==> src/rtl/stream_mux_arb.sv <==
// N:1 valid/ready stream mux with fixed-priority or round-robin arbitration
// and a single registered output stage that holds its word until the sink accepts it.
module stream_mux_arb #(
  parameter int WIDTH   = 32,
  parameter int N       = 8,
  parameter int RR_MODE = 1,
  localparam int SELW   = $clog2(N)
) (
  input  logic               clk_i,
  input  logic               rst_i,
  input  logic [N*WIDTH-1:0] data_i,
  input  logic [N-1:0]       valid_i,
  output logic [N-1:0]       ready_o,
  output logic [WIDTH-1:0]   data_o,
  output logic               valid_o,
  output logic [SELW-1:0]    sel_o,
  input  logic               ready_i
);

  logic [SELW-1:0]  ptr;
  logic [SELW-1:0]  grant;
  logic [SELW-1:0]  ptr_next;
  logic [WIDTH-1:0] grant_data;
  logic             any_req;
  logic             load;

  assign any_req = |valid_i;
  // Output register is empty or being drained this cycle.
  assign load    = !valid_o || ready_i;

  // Scan from the pointer (or from 0 in fixed priority), wrapping at N.
  always_comb begin : arb
    int   start;
    int   idx;
    logic found;
    start = (RR_MODE != 0) ? int'(ptr) : 0;
    grant = '0;
    found = 1'b0;
    idx   = 0;
    for (int i = 0; i < N; i++) begin
      idx = start + i;
      if (idx >= N) idx = idx - N;
      if (!found && valid_i[idx]) begin
        found = 1'b1;
        grant = idx[SELW-1:0];
      end
    end
  end

  assign grant_data = data_i[int'(grant)*WIDTH +: WIDTH];
  assign ptr_next   = (int'(grant) == N - 1) ? '0 : SELW'(int'(grant) + 1);

  always_comb begin
    ready_o = '0;
    if (load && any_req && !rst_i) ready_o[grant] = 1'b1;
  end

  always_ff @(posedge clk_i) begin
    if (rst_i) begin
      data_o  <= '0;
      valid_o <= 1'b0;
      sel_o   <= '0;
      ptr     <= '0;
    end else if (load) begin
      if (any_req) begin
        data_o  <= grant_data;
        sel_o   <= grant;
        valid_o <= 1'b1;
        if (RR_MODE != 0) ptr <= ptr_next;
      end else begin
        valid_o <= 1'b0;
      end
    end
  end

endmodule

==> config.mk <==
export PLATFORM = sky130hd
export DESIGN_NAME = stream_mux_arb
export DESIGN_NICKNAME = d
export VERILOG_FILES = /design/src/rtl/stream_mux_arb.sv
export SDC_FILE = /design/constraint.sdc
export NUM_CORES = 1
export LEC_CHECK = 0
export ABC_AREA = 1
export ABC_CLOCK_PERIOD_IN_PS = 3600
export CAP_MARGIN = 20
export CORE_AREA = 2 2 122 124
export CTS_BUF_LIST = sky130_fd_sc_hd__clkbuf_16
export CTS_CLUSTER_SIZE = 40
export DETAILED_ROUTE_END_ITERATION = 8
export DIE_AREA = 0 0 124 126
export PLACE_DENSITY = 0.74
export SYNTH_ARGS = -nofsm -noshare
export SYNTH_HDL_FRONTEND = slang
export SYNTH_SLANG_ARGS = --single-unit
==> constraint.sdc <==
create_clock -name clk_i -period 3.6 [get_ports clk_i]
set_clock_uncertainty 0.15 [all_clocks]
set_input_delay 0.54 -clock clk_i [delete_from_list [all_inputs] [get_ports clk_i]]
set_output_delay 0.54 -clock clk_i [all_outputs]
set_load 0.05 [all_outputs]
=== After elaboration in Yosys (flattened, before gate mapping) ===
Index checks and enable logic that the tools add are counted.

* Bits in registers: 39
* Latch bits: 0
* Memory bits (writable): 0
* Memory bits (read-only): 0
* Input port bits: 267
* Output and inout port bits: 44
* Logic and storage cells: 114
* Memories kept: 0

* Add/subtract/negate cells: 16
* Multipliers: 0
* Divide/modulo/power cells: 0
* Order comparisons: 18
* Eq/ne operators: 1
* Shift operators: 1
* Muxes and demuxes: 52
* Bitwise gates (word level): 0
* Reduce and logical (&&, ||, !) cells: 22

{| class="wikitable"
|+ Operator list
! kind !! number
|-
| $lt A32 B5 Y1 const B || 8
|-
| $mux W32 || 8
|-
| $shiftx A256 B9 Y32 || 1
|-
| $sub A4 B4 Y5 const B || 7
|-
| $ge A4 B4 Y1 const B || 7
|-
| $mux W3 || 9
|-
| $mux W1 || 25
|-
| $bmux W1 S3 || 8
|-
| $add A3 B3 Y4 const B || 4
|-
| $logic_and A1 B1 Y1 || 10
|-
| $logic_not A1 Y1 || 9
|-
| $add A3 B2 Y4 const B || 2
|-
| $mux W8 || 1
|-
| $reduce_or A8 Y1 || 1
|-
| $sub A3 B4 Y5 const B || 1
|-
| $add A3 B1 Y4 const B || 1
|-
| $ge A3 B4 Y1 const B || 1
|-
| $lt A3 B4 Y1 const B || 1
|-
| $add A3 B1 Y3 const B || 1
|-
| $demux W1 S3 || 1
|-
| $eq A3 B1 Y1 const B || 1
|-
| $ge A3 B1 Y1 const B || 1
|-
| $reduce_and A2 Y1 || 1
|-
| $logic_or A1 B1 Y1 || 1
|}

=== Longest topological paths before layout ===
* Depth after elaboration: 32
* Mapped depth: 24
* Depth with buffers taken out: 21

=== Least setup slack after synthesis ===
No wires, ideal clock.

* Path type: register to output
* Start point: register ptr[0]
* End point: output ready_o[1]
* Arrival: 3.476 ns
* Data required time: 2.910 ns
* Setup slack: -0.566 ns
* Cell stages (with the launch flop): 19
* Path buffers: 3
* Path through: dfxtp_1 -> buf_4 -> inv_2 -> buf_6 -> ha_1 -> inv_2 -> nand3_1 -> nand3_1 -> nand2_2 -> nor2_8 -> nand4_4 -> nor2_4 -> nand3_2 -> nand3_2 -> nand2_4 -> inv_2 -> buf_2 -> nand2_1 -> nor3_1

* Word-level cells in the longest chain between the ends: 32
* Elaborated cells between the ends (all ways): 90
* Those cells by class: 15 x add/sub; 10 x order compare; 50 x mux; 15 x reduce/logical

{| class="wikitable"
|+ Ends and longest elaborated chain
! what !! RTL line !! RTL
|-
| start: declaration || 20 || <nowiki>logic [SELW-1:0] ptr;</nowiki>
|-
| start signal: assignment || 69 || <nowiki>if (RR_MODE != 0) ptr <= ptr_next;</nowiki>
|-
| parallel branches: the longest is 26 deep, another holds $sub A4 B4 Y5 || -- ||
|-
| $mux W3 * || 43 || <nowiki>if (!found && valid_i[idx]) begin</nowiki>
|-
| $lt A3 B4 Y1 (not written as such) / $ge A3 B1 Y1 (equally long branches) || 55 || <nowiki>if (load && any_req && !rst_i) ready_o[grant] = 1'b1;</nowiki>
|-
| $logic_and A1 B1 Y1 (not written as such) || 55 ||
|-
| $mux W1 (not written as such) || 55 ||
|-
| $demux W1 S3 * || 55 ||
|-
| $mux W8 * || 55 ||
|-
| end: declaration || 13 || <nowiki>output logic [N-1:0] ready_o,</nowiki>
|}

Mark *: on every way between the ends. The select of a mux whose other input is x is not followed.

=== Final worst setup path ===
* Start point: register ptr[0]
* End point: output ready_o[7]

Same word-level chain as after synthesis.

==> metrics.md <==
| Metric | Value |
|---|---|
| Pin count of the biggest net entering global routing | `61` |
| I/O Pins | `311` |
| DP HPWL | `15320 um` |
| WL/cell | `14.57 um` |
| Arrival time at the worst endpoint | `2.76 ns` |
| CTS Buf Count | `5` |
| Yosys top cell area share | `31.98%` |
| Gr ovfl total | `0` |
| Core area | `0.01431 sq mm` |
| Dpl ws | `0.1348 ns` |
| Pleak | `3.913 nW` |
| GRT Util Overall | `24.18%` |
| Highest clock rate | `0.2898 GHz` |
| Max clock buf depth | `2` |
| CTS clock-pin slew for the worst setup and hold paths | `0.06 ns` |
| Reg2reg path depth | `19` |
| Critical Path Fanout Max | `11` |
| Post-CTS Hold Buffers | `0` |
| First-pass GRT wire length | `30390 um` |
| Ant diodes | `0` |
| Die Y | `126 um` |
| PnR worst setup slack | `0.1489 ns` |
| Final setup vio count | `0` |
| Clk_lat worst skew | `0.27 ns` |
| Slew HR | `61.20%` |
| FF-to-FF setup slack | `0.53 ns` |
| Largest area contributor in the synthesized netlist | `nand2_1` |
| Crit share post-route | `95.86%` |
| Crit Path Class | `register to output pin` |
| Worst-Margin Slew | `0.5784 ns` |
| Worst EP required | `2.91 ns` |
| Netlist area before placement | `0.004589 sq mm` |
| CTS tree | `done` |
| Register area share after synthesis | `17.01%` |
| Initial antenna violation count | `0` |
| Synthesized area per cell | `5.174 sq um` |
| M3 GR Usage | `6.114%` |
| Layout cell share with drive strength beyond 1 | `8.721%` |
| Die ar. | `0.01562 sq mm` |
| FILL cells | `1425` |
| Max-cap viol count | `0` |
| Worst min-delay path category | `register to register` |
| Max H-tree Level | `2` |
| GP Congestion | `0.8974` |
| Via/cell ratio | `4.841` |
| Peak supply drop | `0.001138 V` |
| Fin nets | `1449` |
| Total power | `9.600 mW` |
| Port Buffers | `310` |
| CP endpoint kind | `output pin` |
| Drt pass-1 iters | `5` |
| Syn Nets | `1156` |
| Via count | `6608` |
| GR peak layer | `met2` |
| Synth warnings | `0` |
| Slew Viols, Final | `0` |
| Critical Path End | `ready_o[7]` |
| CTS root buffer | `clkbuf_16` |
| Met2 Resource Use GR | `42.28%` |
| Num rows | `44` |
| Syn Inst Count | `887` |
| Fin. Hold Viols | `0` |
| Clk sink count | `39` |
| Final wirelength | `19890 um` |
| Fin crit period | `3.451 ns` |
| Chip width | `124 um` |
| Netlist cell types | `36` |
| Vias in the first global route | `6151` |
| Initial DRC count | `400` |
| Global Route met1 Usage | `28.95%` |
| Crit path from | `ptr[0]` |
| RR Endpoint | `data_o[7]` |
| Crit Reg-Reg Startpoint | `ptr[0]` |
| Post-Route Setup TNS | `0 ns` |
| Worst setup SP type | `register` |
| Initial Util | `32.06%` |
| DR DRC count | `0` |
| Post-route ant nets | `0` |
| Power per cell area | `1153 mW/mm^2` |
| Synth top area cells | `nand2_1, dfxtp_1, nand3_1` |
| Status | `finished, final reports clean` |
| Synth-to-Final Area Change | `81.46%` |
| Synthesis-stage register bit count | `39` |
==> synthesized netlist by cell type <==
library cell / instances
a31oi_1: 1
buf_2: 29
nand4_4: 1
nor3_1: 1
o22ai_1: 1
inv_2: 10
nand2_2: 5
nand4_1: 4
o21ai_1: 24
buf_6: 2
xnor2_1: 3
nand2_1: 391
nand3b_2: 1
o21a_1: 1
nand3_1: 136
buf_1: 1
a21oi_1: 21
clkinv_1: 2
nand2_4: 1
dfxtp_1: 39
nor4_1: 2
o2111ai_1: 1
nor2_8: 1
xor2_1: 1
inv_1: 64
nor2_1: 64
nand3b_1: 14
ha_1: 2
o211ai_1: 12
buf_4: 12
o21bai_1: 1
clkbuf_1: 9
nor2_2: 2
o21ai_0: 22
nor2_4: 2
nand3_2: 4
==> registers in the layout, indices dropped and copies added (netlist names) <==
register and cells:
sel_o 3, data_o 32, valid_o 1, ptr 3
==> worst min path at each step <==
| stage | endpoint | from | slack (ns) | cells after the start |
|---|---|---|---|---|
| after floorplan | valid_o | rst_i | 0.46 | 1 |
| after global placement | sel_o[0] | sel_o[0] | 0.29 | 2 |
| after detailed placement | sel_o[1] | sel_o[1] | 0.30 | 2 |
| after CTS | sel_o[0] | sel_o[0] | 0.32 | 2 |
| after global routing | sel_o[0] | sel_o[0] | 0.34 | 2 |
| final | sel_o[0] | sel_o[0] | 0.31 | 2 |
==> power by group <==
group | switching (mW) | internal [mW]
sequential | 0.0943 | 0.617
combinational | 5.54 | 2.92
clock | 0.171 | 0.251
total | 5.81 | 3.79
==> cell families (layout without fill, tap and decap cells) <==
family	count (synthesis)	count (layout)	synth area share [%]
AOI/OAI and AO/OA	84	84	10.06
adders and majority gates	2	2	0.5452
xor gates and xnor gates	4	4	0.7635
DFF	39	39	17.01
buffers and inverters	129	423	12.65
and+or+nand+nor	629	629	58.97
==> cells in the final DEF, fill, tap and decap left out, drive strengths merged, types with 5 or more instances in the layout <==
cell,count
nor2,69
dlymetal6s2s,8
a21oi,21
nand4,5
nand2,397
buf,37
dfxtp,39
clkdlybuf4s50,294
nand3b,15
nand3,140
o211ai,12
o21ai,46
clkbuf,5
inv,76
==> per-stage QoR <==
stage | area [sq um] | utilization [%] | instances | hold WS [ns]
6_report | 8328 | 58.18 | 1365 | 0.3143
5_1_grt | 8328 | 58.18 | 1365 | 0.3416
4_1_cts | 8117 | 56.70 | 1358 | 0.3151
3_5_place_dp | 7968 | 55.66 | 1350 | 0.3015
3_3_place_gp | 7968 | 55.66 | 1350 | 0.2888
2_1_floorplan | 4644 | - | 887 | 0.4591
==> layer usage <==
| metal | vias up | routed length [um] |
|---|---|---|
| met2 | 271 | 9731 |
| met3 | 34 | 1786 |
| li1 | 3394 | - |
| met1 | 2909 | 7869 |
| met4 | 0 | 501 |
| met5 | - | 0 |
==> timing repair <==
item                       in CTS  in global routing
gates resized for setup         3                 43
buffers inserted                0                  7
pin swaps                       0                 20
setup endpoints to repair       7                  8
==> final cells by class <==
type	count	area (sq um)	area share [%]
Clock buffer	5	125.1	1.502
Timing Repair Buffer	339	3462	41.57
Tap cell	184	230.2	2.764
Inverter	76	300.3	3.606
Sequential cell	39	785.8	9.435
Multi-Input combinational cell	719	3412	40.97
Clock inverter	3	12.51	0.1502
==> worst max-delay path, cell delays in order, from the launching register on <==
cell     delay (ns)
dfxtp_4        0.38
inv_8          0.06
ha_4           0.34
nand3_2        0.12
nand3_2        0.11
nand2_4        0.08
nor2_8         0.15
nand4_4        0.11
nor2_4         0.17
nand3_1        0.08
nand4_1        0.22
nand2_1        0.12
nor2_2         0.15
inv_2          0.10
nor2_4         0.14
buf_12         0.14
(Power assumes the default switching activity.)
